## config.mk

```make
export PLATFORM = sky130hd
export DESIGN_NAME = led7seg_scan
export DESIGN_NICKNAME = d
export VERILOG_FILES = /design/src/rtl/led7_pkg.sv /design/src/rtl/led7_hex_dec.sv /design/src/rtl/led7seg_scan.sv
export SDC_FILE = /design/constraint.sdc
export NUM_CORES = 1
export LEC_CHECK = 0
export CAP_MARGIN = 20
export CORE_MARGIN = 5
export CORE_UTILIZATION = 55
export DETAILED_ROUTE_END_ITERATION = 7
export MAX_ROUTING_LAYER = met4
export PLACE_DENSITY = 0.77
export SLEW_MARGIN = 25
export SYNTH_ARGS = -nofsm -noshare
export SYNTH_HDL_FRONTEND = slang
export SYNTH_SLANG_ARGS = --single-unit
```

## constraint.sdc

```tcl
create_clock -name clk -period 2.9 [get_ports clk]
set_clock_uncertainty 0.2 [all_clocks]
set_input_delay 0.58 -clock clk [delete_from_list [all_inputs] [get_ports clk]]
set_output_delay 0.58 -clock clk [all_outputs]
set_load 0.02 [all_outputs]
```

## src/rtl/led7_pkg.sv

```systemverilog
// Purpose: shared segment encodings and bit ordering for the 7-segment display driver.
// Latency: none (constants and types only).
// Backpressure: not applicable.
package led7_pkg;

    // Bit position of each segment inside a segment word: {g,f,e,d,c,b,a}.
    typedef enum int {
        SB_A = 0,
        SB_B = 1,
        SB_C = 2,
        SB_D = 3,
        SB_E = 4,
        SB_F = 5,
        SB_G = 6
    } seg_bit_e;

    typedef logic [SB_G:SB_A] seg_t;

    localparam seg_t SEG_0   = 7'b0111111;
    localparam seg_t SEG_1   = 7'b0000110;
    localparam seg_t SEG_2   = 7'b1011011;
    localparam seg_t SEG_3   = 7'b1001111;
    localparam seg_t SEG_4   = 7'b1100110;
    localparam seg_t SEG_5   = 7'b1101101;
    localparam seg_t SEG_6   = 7'b1111101;
    localparam seg_t SEG_7   = 7'b0000111;
    localparam seg_t SEG_8   = 7'b1111111;
    localparam seg_t SEG_9   = 7'b1101111;
    localparam seg_t SEG_A   = 7'b1110111;
    localparam seg_t SEG_B   = 7'b1111100;
    localparam seg_t SEG_C   = 7'b0111001;
    localparam seg_t SEG_D   = 7'b1011110;
    localparam seg_t SEG_E   = 7'b1111001;
    localparam seg_t SEG_F   = 7'b1110001;
    localparam seg_t SEG_ALL = 7'b1111111;
    localparam seg_t SEG_OFF = 7'b0000000;

endpackage

```

## src/rtl/led7_hex_dec.sv

```systemverilog
// Purpose: 4-bit code to active-high segment glyph decoder.
// Latency: purely combinational.
// Backpressure: none.
module led7_hex_dec
    import led7_pkg::*;
(
    input  logic [3:0] code_i,
    input  logic       hex_en_i,
    output seg_t       seg_o
);

    // Decimal glyphs always; codes 10..15 light every segment unless hex glyphs are enabled.
    always_comb begin
        seg_o = SEG_ALL;
        case (code_i)
            4'h0:    seg_o = SEG_0;
            4'h1:    seg_o = SEG_1;
            4'h2:    seg_o = SEG_2;
            4'h3:    seg_o = SEG_3;
            4'h4:    seg_o = SEG_4;
            4'h5:    seg_o = SEG_5;
            4'h6:    seg_o = SEG_6;
            4'h7:    seg_o = SEG_7;
            4'h8:    seg_o = SEG_8;
            4'h9:    seg_o = SEG_9;
            4'hA:    seg_o = hex_en_i ? SEG_A : SEG_ALL;
            4'hB:    seg_o = hex_en_i ? SEG_B : SEG_ALL;
            4'hC:    seg_o = hex_en_i ? SEG_C : SEG_ALL;
            4'hD:    seg_o = hex_en_i ? SEG_D : SEG_ALL;
            4'hE:    seg_o = hex_en_i ? SEG_E : SEG_ALL;
            default: seg_o = hex_en_i ? SEG_F : SEG_ALL;
        endcase
    end

endmodule

```

## src/rtl/led7seg_scan.sv

```systemverilog
// Purpose: multiplexed N-digit common-cathode 7-segment driver with tear-free frame buffering.
// Latency: outputs registered one cycle after cnt/idx/display; loads become visible at the next frame.
// Backpressure: none; load is a strobe that is always accepted (last load in a frame wins).
module led7seg_scan
    import led7_pkg::*;
#(
    parameter int N_DIGITS = 4,
    parameter int PRESCALE = 50000,
    parameter int DEAD_CYC = 4,
    parameter bit HEX_EN   = 1'b1
) (
    input  logic                  clk,
    input  logic                  rst_n,
    input  logic [4*N_DIGITS-1:0] digits_in,
    input  logic [N_DIGITS-1:0]   dp_in,
    input  logic                  load,
    input  logic                  blank_lz,
    output logic [6:0]            seg,
    output logic                  dp,
    output logic [N_DIGITS-1:0]   dig_en,
    output logic                  frame_done
);

    localparam int CNT_W = $clog2(PRESCALE);
    localparam int IDX_W = $clog2(N_DIGITS);

    logic [CNT_W-1:0]      cnt_q, cnt_d;
    logic [IDX_W-1:0]      idx_q, idx_d;
    logic [4*N_DIGITS-1:0] pend_dig_q, pend_dig_d, disp_dig_q, disp_dig_d;
    logic [N_DIGITS-1:0]   pend_dp_q, pend_dp_d, disp_dp_q, disp_dp_d;
    seg_t                  seg_q, seg_d;
    logic                  dp_q, dp_d;
    logic [N_DIGITS-1:0]   dig_en_q, dig_en_d;
    logic                  frame_done_q, frame_done_d;

    logic                  tick, wrap, dead;
    logic [N_DIGITS-1:0]   blank_mask;
    logic [3:0]            cur_code;
    logic                  cur_dp, cur_blank;
    seg_t                  dec_seg;

    assign tick = (cnt_q == CNT_W'(PRESCALE - 1));
    assign wrap = tick && (idx_q == IDX_W'(N_DIGITS - 1));
    assign dead = (cnt_q < CNT_W'(DEAD_CYC));

    // Slot timing: prescaler and digit index, plus display swap only at frame wrap.
    always_comb begin
        cnt_d        = tick ? '0 : cnt_q + CNT_W'(1);
        idx_d        = idx_q;
        if (tick) begin
            idx_d = wrap ? '0 : idx_q + IDX_W'(1);
        end
        pend_dig_d   = load ? digits_in : pend_dig_q;
        pend_dp_d    = load ? dp_in     : pend_dp_q;
        disp_dig_d   = disp_dig_q;
        disp_dp_d    = disp_dp_q;
        // A load landing on the wrap tick bypasses pending so it is not a frame late.
        if (wrap) begin
            disp_dig_d = load ? digits_in : pend_dig_q;
            disp_dp_d  = load ? dp_in     : pend_dp_q;
        end
        frame_done_d = wrap;
    end

    // Leading-zero mask: digit i blanks while every nibble from the top down to i is zero.
    always_comb begin
        logic lz_run;
        lz_run     = blank_lz;
        blank_mask = '0;
        for (int i = N_DIGITS - 1; i >= 1; i--) begin
            lz_run        = lz_run & (disp_dig_q[4*i +: 4] == 4'h0);
            blank_mask[i] = lz_run;
        end
    end

    // Select the nibble, dp and blank flag of the digit owning the current slot.
    always_comb begin
        cur_code  = 4'h0;
        cur_dp    = 1'b0;
        cur_blank = 1'b0;
        for (int i = 0; i < N_DIGITS; i++) begin
            if (idx_q == IDX_W'(i)) begin
                cur_code  = disp_dig_q[4*i +: 4];
                cur_dp    = disp_dp_q[i];
                cur_blank = blank_mask[i];
            end
        end
    end

    led7_hex_dec u_dec (
        .code_i   (cur_code),
        .hex_en_i (HEX_EN),
        .seg_o    (dec_seg)
    );

    // Pin values: everything dark during dead time, otherwise the selected digit.
    always_comb begin
        seg_d    = SEG_OFF;
        dp_d     = 1'b0;
        dig_en_d = '0;
        if (!dead) begin
            dig_en_d = N_DIGITS'(1) << idx_q;
            seg_d    = cur_blank ? SEG_OFF : dec_seg;
            dp_d     = cur_dp;
        end
    end

    // State and output registers; reset clears buffers so a pending load is dropped.
    always_ff @(posedge clk or negedge rst_n) begin
        if (!rst_n) begin
            cnt_q        <= '0;
            idx_q        <= '0;
            pend_dig_q   <= '0;
            pend_dp_q    <= '0;
            disp_dig_q   <= '0;
            disp_dp_q    <= '0;
            seg_q        <= SEG_OFF;
            dp_q         <= 1'b0;
            dig_en_q     <= '0;
            frame_done_q <= 1'b0;
        end else begin
            cnt_q        <= cnt_d;
            idx_q        <= idx_d;
            pend_dig_q   <= pend_dig_d;
            pend_dp_q    <= pend_dp_d;
            disp_dig_q   <= disp_dig_d;
            disp_dp_q    <= disp_dp_d;
            seg_q        <= seg_d;
            dp_q         <= dp_d;
            dig_en_q     <= dig_en_d;
            frame_done_q <= frame_done_d;
        end
    end

    assign seg        = seg_q;
    assign dp         = dp_q;
    assign dig_en     = dig_en_q;
    assign frame_done = frame_done_q;

endmodule

```

Word level (Yosys, flattened, before mapping)
Cells that the tools add are included.
{"block": "word_totals", "regBits": 71, "latchBits": 0, "ram_bits": 0, "rom_bits": 0, "inputBits": 24, "out_inout_bits": 13, "word_cells": 61, "memories": 0}
{"block": "op_classes", "add_sub_neg": 2, "multipliers": 0, "div": 0, "magnitude_cmp": 1, "n_eq_ne": 18, "n_shift": 1, "mux": 20, "bitwise_logic": 3, "n_reduce_logical": 6}
{"operator": "$pmux 7 s15", "count": 1}
{"operator": "$mux 16", "count": 2}
{"operator": "$eq 4x4->1 const B", "count": 7}
{"operator": "$mux 4", "count": 6}
{"operator": "$add 16x1->16 const B", "count": 1}
{"operator": "$eq 16x16->1 const B", "count": 1}
{"operator": "$eq 4x3->1 const B", "count": 4}
{"operator": "$logic_not 4->1", "count": 4}
{"operator": "$lt 16x3->1 const B", "count": 1}
{"operator": "$mux 7", "count": 2}
{"operator": "$eq 4x2->1 const B", "count": 2}
{"operator": "$mux 1", "count": 8}
{"operator": "$eq 2x2->1 const B", "count": 2}
{"operator": "$eq 4x1->1 const B", "count": 1}
{"operator": "$shl 1x2->4 const A", "count": 1}
{"operator": "$and 1x1->1", "count": 3}
{"operator": "$add 2x1->2 const B", "count": 1}
{"operator": "$eq 2x1->1 const B", "count": 1}
{"operator": "$logic_not 2->1", "count": 1}
{"operator": "$mux 2", "count": 1}
{"operator": "$logic_and 1x1->1", "count": 1}

Logic depth before layout (Yosys ltp)
Gate-level depths: netlist of the first run.
{"block": "logic_depth", "depth_word": 9, "mapped_depth": 9, "mapped_depth_nobuf": 7}

Cells and area by module
A second synthesis of the first run with hierarchy kept.
{"block": "unflattened", "hier_cells": 277, "area_unflattened_um2": 3249.4}
{"module": "led7seg_scan", "instances": 1, "cells_each": 240, "area_each_um2": 3027.9, "seq_area_each_um2": 1776.7}
{"module": "led7_hex_dec", "instances": 1, "cells_each": 37, "area_each_um2": 221.5, "seq_area_each_um2": 0.0}

Worst setup path before layout of the first run
No wires, ideal clock.
{"block": "synth_path", "path_kind": "flip-flop to flip-flop", "startpoint": "register idx_q[1]", "endpoint": "register seg_q[1] (netlist: seg[1])", "setup_time_ps": 141, "t_arrival_ps": 1999, "required_ps": 2559, "slack_ps": 560, "stages_incl_launch_ff": 9, "period_less_slack_ps": 2340, "path_cell_list": "dfrtp_1 inv_1 ha_1 clkbuf_1 nand3b_1 a221oi_1 o21ai_0 a2bb2o_1 a211oi_1"}
{"block": "synth_via", "elab_chain_len": 9, "elab_cells_between_ends": 29, "cone_classes": "eq/ne (17); mux (10); reduce/logical (2)"}
{"element": "from (decl)", "line_no": "led7seg_scan.sv:28", "source": "logic [IDX_W-1:0] idx_q, idx_d;"}
{"element": "from (signal assigned)", "line_no": "led7seg_scan.sv:123", "source": "idx_q <= idx_d;"}
{"element": "$logic_not 2->1", "line_no": "led7seg_scan.sv:82", "source": "if (idx_q == IDX_W'(i)) begin"}
{"element": "$mux 4 (4 in series)", "line_no": "led7seg_scan.sv:82"}
{"element": "$eq 4x4->1 (tied with other cells)", "line_no": "led7_hex_dec.sv:15", "source": "case (code_i)"}
{"element": "$pmux 7 s15", "line_no": "led7_hex_dec.sv:15"}
{"element": "$mux 7 (*)", "line_no": "led7seg_scan.sv:103", "source": "seg_d = cur_blank ? SEG_OFF : dec_seg;"}
{"element": "$mux 7 (*)", "line_no": "led7seg_scan.sv:101", "source": "if (!dead) begin"}
{"element": "named net seg_d[1]", "line_no": "led7seg_scan.sv:31", "source": "seg_t seg_q, seg_d;"}
{"element": "to (signal assigned)", "line_no": "led7seg_scan.sv:128", "source": "seg_q <= seg_d;"}
{"element": "to (decl)", "line_no": "led7seg_scan.sv:31"}
Mark *: on every way through the listed nets, which the timed path passes. The rest lies on a longest branch.
A chain may end at the register's enable or synchronous reset.

Final worst setup path of the first run
{"block": "layout_path", "startpoint": "register idx_q[1]", "endpoint": "register seg_q[0] (netlist: seg[0])"}
Same word-level chain as after synthesis.

==> results of run 1 <==
placed cells by master (no fill, tap or decap), types with 6 or more instances in the layout:
master,n
nand2_1,22
xnor2_1,9
dfrtp_1,71
nor4_1,6
o21ai_0,9
nor2_1,15
nand3_1,14
mux2_2,37
clkdlybuf4s50_1,35
clkbuf_8,10
nor3_1,7
stage by stage:
stage / std cells / utilization [%] / worst slack [ns] / hold slack (ns) / power (mW)
after CTS: 397 / 66.3 / 0.277 / 0.0670 / 1.96
after floorplan: 273 / - / 0.560 / 0.0844 / 1.17
after global routing: 397 / 66.3 / 0.104 / 0.0671 / 2.03
after global placement: 381 / 63.3 / 0.359 / 0.243 / 1.26
after detailed placement: 381 / 63.3 / 0.286 / 0.247 / 1.27
final: 397 / 66.3 / 0.265 / 0.0473 / 1.94
critical path, cell delays in order, from the launching register on:
cell and delay (ns):
dfrtp_1 0.40, inv_1 0.12, ha_1 0.34, or4b_2 0.61, o21bai_1 0.14, a21oi_1 0.07, o21ai_1 0.45, nor4_1 0.15
synth_stat cells, types with 5 or more instances:
library cell,number
o21ai_0,9
nor3_1,7
a21oi_1,5
and3_1,5
clkbuf_1,5
nor2_1,15
mux2_2,37
nand3_1,14
ha_1,5
nand2_1,22
dfrtp_1,71
xnor2_1,9
nor4_1,6
worst min path at each step:
stage | cells after the start | start | end | slack [ns]
global route | 2 | rst_n | pend_dig_q[4] | 0.07
global placement | 1 | cnt_q[0] | cnt_q[0] | 0.24
CTS | 2 | rst_n | pend_dig_q[4] | 0.07
floorplan | 0 | rst_n | cnt_q[0] | 0.08
finish | 2 | rst_n | pend_dig_q[4] | 0.05
detailed placement | 1 | cnt_q[0] | cnt_q[0] | 0.25
area by class of cell:
cell class / instances / area, sq um
Inverter: 4 / 15.0
Timing Repair Buffer: 42 / 413
Multi-Input combinational cell: 189 / 1400
Clock inverter: 5 / 33.8
Sequential cell: 71 / 1780
Clock buffer: 11 / 141
Tap cell: 75 / 93.8
Fill cell: 458 / 1970
cells by family after synthesis:
kind of cell,count (synthesis)
xor gates and xnor gates,13
muxes,40
buffers and inverters,13
and+or+nand+nor,95
adders and majority gates,5
DFF,71
AOI/OAI and AO/OA,36
power groups by stage:
stage          combinational [mW]  sequential, mW  clock (mW)
2_1_floorplan              0.0833            1.08           0
3_3_place_gp                0.183            1.08           0
3_5_place_dp                0.185            1.08           0
4_1_cts                     0.186            1.06       0.710
5_1_grt                     0.202            1.07       0.760
6_report                    0.182            1.06       0.693
state kept, by name, summed over array words and instances, names as in the netlist:
name,cells
cnt_q,16
disp_dig_q,16
pend_dig_q,16
seg,7
dig_en,4
disp_dp_q,4
pend_dp_q,4
idx_q,2
dp,1
frame_done,1
metal layers:
metal / up-vias / track usage, % / routed length [um]
li1: 1070 / - / -
met1: 1069 / 24.2 / 2770
met2: 44 / 28.8 / 2960
met3: 9 / 5.20 / 298
met4: 0 / 6.80 / 88
met5: - / - / 0
==> run summary, run 1 <==
P_int - 1.47 mW
Hold Violations, Final - 0
CTS tree - yes
unrepaired setup endpoints after global routing - no
final wirelength - 6.12 mm
Worst Setup Start Kind - flip-flop
DP Area - 3700 sq um
Die Width - 86.9 um
reg2reg path depth - 7
root buf cell - clkbuf_8
Initial Util - 55.6%
Cell Area, Synth - 3250 sq um
drt pass-1 iters - 4
core area - 5850 sq um
P&R area growth vs syn - 19.2%
sw frac - 24.0%
Diodes inserted - 0
Psw - 0.465 mW
setup slack, reg-to-reg - 0.26 ns
Pwr Density - 499 nW/um^2
Initial DRC Count - 97
grt total ovfl - 0
Post-Syn Area per Cell - 11.9 sq um
post-CTS resize count - 0
# port buffers - 36
leak pwr - 1.66 nW
CTS H-tree depth - 3
FFs w/ async S/R, synth - 100%
die area - 7550 sq um
critical-path maximum fanout - 12
HPWL Detailed - 4.43 mm
initial antenna violation count - 0
IR drop worst, VDD - 0.283 mV
clock buffer depth - 2
register area share after synthesis - 54.6%
top cells by area, synth - dfrtp_1 55%, mux2_2 13%, nand2_1 2.5%, xnor2_1 2.4%, nand3_1 2.2%
Yosys top cell by area - dfrtp_1
r2r endpoint - seg[0]
Mapped Cells - 273
Synth top area share - 54.6%
gpl congestion - 0.865
worst skew pair latency - 0.34 ns
top_reg_cell synth - dfrtp_1
combinational share of power - 9.4%
vias - 2192
Post-synth EDFFs - 0
crit path to - seg[0]
Tmin final - 2.64 ns
GRT Resource Usage Total - 18.9%
Crit Path Class - flip-flop to flip-flop
post-synthesis compound-gate area fraction - 7.54%
Via density - 5.52
Reg-to-Reg Start - idx_q[1]
Adder-Cell Fraction of Synth Area - 1.92%
Tcrit/Tclk final - 90.9%
element type at the critical path end - flip-flop
Post-CTS Hold Fix Bufs - 0
Detail Route Antenna Nets - 0
clock network fraction of total power - 35.8%
status - finished clean
first-pass GRT wire length - 10.6 mm
Clk pin slew, worst setup/hold paths - 0.07 ns
Cell variety after synth - 43
CP arrival - 2.63 ns
Max-Cap Viols - 0
vias in the first global route - 2264
Syn Nets - 302
post-synthesis mux area share - 14.2%
# setup viols final - 0
# rows - 28
f_max - 0.379 GHz
Final Cell Area - 3880 sq um
YS warnings - 0
wire per inst - 15.4 um
cts bufs inserted - 9
Worst Hold Class - primary input to async pin
Slew HR - 60.1%
DRC - 0
WP data required - 2.89 ns
post-CTS setup repair buffer count - 0
Post-Synth XOR/XNOR Area - 3.50%
Post-layout nets - 346
main combinational cell family by area after synthesis - simple AND/OR/NAND/NOR gates
simple-gate portion of the synthesized area - 16.0%
Clock Sinks - 71
largest net degree at the start of global routing - 72
sequential share of power - 54.8%
CP Launch Point - idx_q[1]
worst-margin pin slew - 0.593 ns
Final Slew Violations - 0
share of post-route cells with drive strength above 1 - 22.4%
IO Pins - 37
post-synthesis register bit count - 71
die height - 86.9 um
Fin Setup TNS - 0 ns
Power figures use the tool's default switching activity.
==> run 2, diff against run 1 <==
CORE_UTILIZATION = 50   (was 55)
PLACE_DENSITY = 0.74   (was 0.77)
clock period = 2.4 ns   (was 2.9 ns; I/O delays follow)
==> run 2 against run 1 <==
  * Sequential cell count stayed put
  * Highest routed layer unchanged
  * Die area is 8.8% higher
  * Count of clock-buffer cells in the layout is 2 higher
  * Register-to-register slack worse by 0.18 ns
  * First-iteration DRC count is 10% lower
  * Worst hold slack better by 0.23 ns
  * Worst setup slack worse by 0.18 ns
  * Fmax is 14% higher
  * Clock power is 54% higher
  * Critical path type unchanged
==> run summary, run 2 (same netlist as run 1, synthesis figures left out) <==
sw frac - 21.5% (-2.5 points)
element type at the critical path end - flip-flop
IO Pins - 37 (unchanged)
Clk pin slew, worst setup/hold paths - 0.07 ns (about the same)
# port buffers - 36 (unchanged)
CP Launch Point - cnt_q[11]
cts bufs inserted - 9 (unchanged)
status - finished clean
HPWL Detailed - 4.72 mm (+6.6%)
Slew HR - 58.5% (-1.6 points)
final wirelength - 6.59 mm (+7.7%)
Crit Path Class - flip-flop to flip-flop
# rows - 29 (+3.6%)
Final Slew Violations - 0 (unchanged)
CTS H-tree depth - 3 (unchanged)
clock network fraction of total power - 41.4% (+5.6 points)
FILL cells - 479 (+4.6%)
f_max - 0.432 GHz (+14%)
Worst Hold Class - flip-flop to flip-flop
setup slack, reg-to-reg - 0.08 ns (-0.18 ns)
Fin Setup TNS - 0 ns (unchanged)
Hold Crit Depth - 1
Reg-to-Reg Start - cnt_q[11]
Die Width - 90.6 um (+4.3%)
Max-Cap Viols - 0 (unchanged)
WP data required - 2.43 ns (-0.46 ns)
Post-layout nets - 358 (+3.5%)
# setup viols final - 0 (unchanged)
core area - 6350 sq um (+8.5%)
Util after Layout - 64.5% (-1.7 points)
vias in the first global route - 2413 (+6.6%)
clock buffer depth - 2 (unchanged)
wire per inst - 16.0 um (+4.1%)
root buf cell - clkbuf_8
grt total ovfl - 0 (unchanged)
vias - 2259 (+3.1%)
r2r endpoint - cnt_q[4]
gpl congestion - 0.815 (-5.8%)
initial antenna violation count - 0 (unchanged)
IR drop worst, VDD - 0.442 mV (+56%)
Tmin final - 2.32 ns (-0.318 ns)
unrepaired setup endpoints after global routing - yes
die height - 90.6 um (+4.3%)
P_int - 2.02 mW (+38%)
worst-margin pin slew - 0.623 ns (+0.0297 ns)
CP arrival - 2.34 ns (-0.29 ns)
reg2reg path depth - 5 (-2)
Via density - 5.50 (-0.45%)
Initial Util - 51.2% (-4.4 points)
die area - 8220 sq um (+8.8%)
Worst Setup Start Kind - flip-flop
worst skew pair latency - 0.34 ns (about the same)
first-pass GRT wire length - 11.5 mm (+8.0%)
leak pwr - 1.77 nW (+6.6%)
Psw - 0.555 mW (+19%)
largest net degree at the start of global routing - 35 (-51%)
Hold Violations, Final - 0 (unchanged)
most common library cell in the layout ignoring fill and taps - dfrtp_1
commonest cells after routing, fill and taps aside - 71 x dfrtp_1, 37 x mux2_2, 35 x clkdlybuf4s50_1
Clock Sinks - 71 (unchanged)
Top Registers - cnt_q: 16 flops, disp_dig_q: 16 flops, pend_dig_q: 16 flops
Pwr Total - 2.58 mW (+33%)
DRC - 0 (unchanged)
share of post-route cells with drive strength above 1 - 28.1% (+5.8 points)
hold endpoint - cnt_q[0]
critical-path maximum fanout - 5 (-7)
GRT Resource Usage Total - 17.8% (-1.1 points)
P&R area growth vs syn - 26.0%
sequential share of power - 49.7% (-5.1 points)
hold_sp - cnt_q[0]
CTS tree - yes
Diodes inserted - 0 (unchanged)
Initial DRC Count - 87 (-10%)
combinational share of power - 8.9% (-0.5 points)
Detail Route Antenna Nets - 0 (unchanged)
Pwr Density - 629 nW/um^2 (+26%)
drt pass-1 iters - 4 (unchanged)
Tcrit/Tclk final - 96.6% (+5.7 points)
## run 2: cell types whose count changed in the layout (fill, tap and decap cells not counted), moves of 2 or more
| cell | previous run | this run |
|---|---|---|
| inv_1 | 4 | 2 |
| clkinvlp_4 | 2 | 0 |
| ha_4 | 0 | 2 |
| bufinv_16 | 0 | 2 |
| buf_4 | 5 | 14 |
| inv_2 | 0 | 2 |
| ha_1 | 5 | 2 |
## run 2: through the flow
stage | std cells | hold slack, ns | setup slack [ns] | cell area (sq um)
CTS | 410 | 0.285 | 0.0347 | 4030
global route | 411 | 0.313 | -0.0228 | 4100
floorplan | 273 | -0.0156 | 0.0598 | 3250
finish | 411 | 0.279 | 0.0826 | 4100
global placement | 393 | 0.250 | 0.119 | 3790
detailed placement | 393 | 0.274 | 0.0608 | 3790
## run 2: per-layer routing
metal	track usage, %	part of all wire (%)	vias up
li1	-	-	1090
met1	21.5	44	1114
met2	28.3	51	45
met3	4.83	4.2	10
met4	6.82	1.6	0
met5	-	0	-
## run 2: power by group through the flow
stage | Sequential [mW] | Clock (mW) | Combinational (mW)
2_1_floorplan | 1.31 | 0 | 0.101
3_3_place_gp | 1.30 | 0 | 0.223
3_5_place_dp | 1.30 | 0 | 0.230
4_1_cts | 1.28 | 1.10 | 0.232
5_1_grt | 1.29 | 1.15 | 0.254
6_report | 1.28 | 1.07 | 0.230
## run 2: what timing repair did
item | CTS | global route
buffers inserted | 0 | 1
hold buffers | 1 | 0
hold endpoints to repair | 25 | 0
resized for setup | 0 | 17
setup endpoints to repair | 0 | 8
## run 2: layout make-up
type / count / area, sq um / area share [%]
Inverter: 4 / 15.0 / 0.366
Timing Repair Buffer: 54 / 522 / 12.7
Clock buffer: 13 / 159 / 3.88
Clock inverter: 3 / 65.1 / 1.59
Multi-Input combinational cell: 189 / 1460 / 35.7
Sequential cell: 71 / 1780 / 43.4
Tap cell: 77 / 96.3 / 2.35
## run 2: critical path, stage by stage (launching register included)
cell	delay, ns
dfrtp_1	0.40
or4_4	0.55
or4_4	0.45
nor4_4	0.34
buf_4	0.21
nor2_1	0.06
## run 2: how the worst max path moves through the flow
stage               endpoint  slack [ns]
CTS                   seg[1]        0.03
global route          seg[1]       -0.02
floorplan             seg[1]        0.06
detailed placement    seg[1]        0.06
global placement      seg[1]        0.12
finish              cnt_q[4]        0.08
==> run 3, diff against run 2 <==
CORE_UTILIZATION = 48   (was 50)
PLACE_DENSITY = 0.72   (was 0.74)
==> run 3 against run 2 <==
  * Combinational power shrank 2%
  * Clock power shrank 20%
  * Worst hold slack lost 0.019 ns
  * Critical path depth grew 1
  * First-iteration DRC count grew 8.0%
  * Worst setup slack lost 0.017 ns
  * Critical path type unchanged
==> run summary, run 3 (same netlist as run 1, synthesis figures left out) <==
setup slack, reg-to-reg - 0.07 ns (-0.02 ns)
root buf cell - clkbuf_8
Post-layout nets - 359 (+0.28%)
gpl congestion - 0.855 (+4.9%)
critical-path maximum fanout - 5 (unchanged)
Final Cell Area - 4080 sq um (-0.40%)
Diodes inserted - 0 (unchanged)
clock buffer depth - 2 (unchanged)
WP data required - 2.48 ns (+0.05 ns)
die height - 92.3 um (+1.8%)
Max-Cap Viols - 0 (unchanged)
element type at the critical path end - flip-flop
Final Slew Violations - 0 (unchanged)
first-pass GRT wire length - 10.9 mm (-4.9%)
CP arrival - 2.41 ns (+0.07 ns)
cts bufs inserted - 9 (unchanged)
die area - 8520 sq um (+3.7%)
most common library cell in the layout ignoring fill and taps - dfrtp_1
status - finished clean
DRC - 0 (unchanged)
core area - 6680 sq um (+5.2%)
worst-margin pin slew - 0.523 ns (-0.0997 ns)
Initial DRC Count - 94 (+8.0%)
# rows - 30 (+3.4%)
Slew HR - 65.1% (+6.6 points)
share of post-route cells with drive strength above 1 - 29.3% (+1.1 points)
Via density - 5.55 (+1.0%)
grt total ovfl - 0 (unchanged)
CTS H-tree depth - 3 (unchanged)
Crit Path Class - flip-flop to flip-flop
Worst Hold Class - flip-flop to flip-flop
DP Area - 3800 sq um (+0.30%)
Die Width - 92.3 um (+1.8%)
Top Registers - cnt_q: 16 flops, disp_dig_q: 16 flops, pend_dig_q: 16 flops
CTS tree - yes
# setup viols final - 0 (unchanged)
Clk pin slew, worst setup/hold paths - 0.07 ns (about the same)
Fin Setup TNS - 0 ns (unchanged)
Pwr Density - 578 nW/um^2 (-8.2%)
Initial Util - 48.7% (-2.5 points)
commonest cells after routing, fill and taps aside - 69 x dfrtp_1, 37 x mux2_2, 35 x clkdlybuf4s50_1
Clock Sinks - 71 (unchanged)
FILL cells - 557 (+16%)
worst hold slack - 0.260 ns (-0.0188 ns)
vias - 2304 (+2.0%)
P&R area growth vs syn - 25.5%
IO Pins - 37 (unchanged)
vias in the first global route - 2351 (-2.6%)
leak pwr - 1.75 nW (-1.4%)
Detail Route Antenna Nets - 0 (unchanged)
Tmin final - 2.33 ns (+0.0173 ns)
drt pass-1 iters - 4 (unchanged)
HPWL Detailed - 4.48 mm (-5.1%)
Hold Violations, Final - 0 (unchanged)
initial antenna violation count - 0 (unchanged)
worst skew pair latency - 0.34 ns (about the same)
largest net degree at the start of global routing - 72 (+110%)
f_max - 0.428 GHz (-0.74%)
wire per inst - 15.5 um (-3.6%)
IR drop worst, VDD - 0.252 mV (-43%)
Tcrit/Tclk final - 97.3% (+0.72 points)
final wirelength - 6.42 mm (-2.7%)
unrepaired setup endpoints after global routing - yes
# port buffers - 36 (unchanged)
GRT Resource Usage Total - 16.8% (-0.97 points)
Worst Setup Start Kind - flip-flop
## run 3: worst max-delay path, stage by stage (launching register included)
cell and delay (ns):
dfrtp_1 0.38, or4_4 0.53, or4_4 0.45, nor4_4 0.40
buf_4 0.19, nand3_2 0.07, o21ai_2 0.06
## run 3: worst paths after layout
check,from,endpoint,cells after the start
worst min register to register,cnt_q[0],cnt_q[0],1
min in group asynchronous,rst_n,pend_dig_q[5],3
worst min-delay path,cnt_q[0],cnt_q[0],1
worst max register to register,cnt_q[11],idx_q[0],6
worst max-delay path,cnt_q[11],idx_q[0],6
max in group asynchronous,rst_n,idx_q[1],3
## run 3: what timing repair did
item	4_1_cts	5_1_grt
setup buffers	0	1
endpoints found under the setup margin	0	15
hold endpoints to repair	71	0
hold buffers	1	0
gates resized for setup	0	22
## run 3: where the power goes
| part | total [mW] | leakage (nW) | internal, mW | switching, mW |
|---|---|---|---|---|
| combinational | 0.226 | 0.784 | 0.123 | 0.103 |
| sequential | 1.28 | 0.875 | 1.26 | 0.0234 |
| clock | 0.851 | 0.0894 | 0.429 | 0.423 |
## run 3: layout make-up
type	count	area (sq um)	area share (%)
multi-input combinational	189	1490	36.4
clock buffer	13	159	3.89
inverter	4	15.0	0.368
sequential	71	1780	43.6
tap	80	100	2.45
clock inverter	3	17.5	0.429
timing repair buffer	55	526	12.9
## run 3: layer usage
layer,part of all wire [%],track usage [%],vias to the layer above
met5,0,-,-
met4,1.7,7.43,0
met3,3.8,3.82,11
met2,53,28.7,51
met1,42,18.9,1140
li1,-,-,1102
## run 3: through the flow
| stage | util, % | setup WS (ns) | std cells | power (mW) |
|---|---|---|---|---|
| finish | 61.1 | 0.0653 | 415 | 2.36 |
| global route | 61.1 | -0.0341 | 415 | 2.47 |
| CTS | 59.7 | 0.0214 | 414 | 2.39 |
| detailed placement | 56.9 | 0.0489 | 397 | 1.53 |
| global placement | 56.9 | 0.0299 | 397 | 1.52 |
| floorplan | - | 0.0598 | 273 | 1.41 |
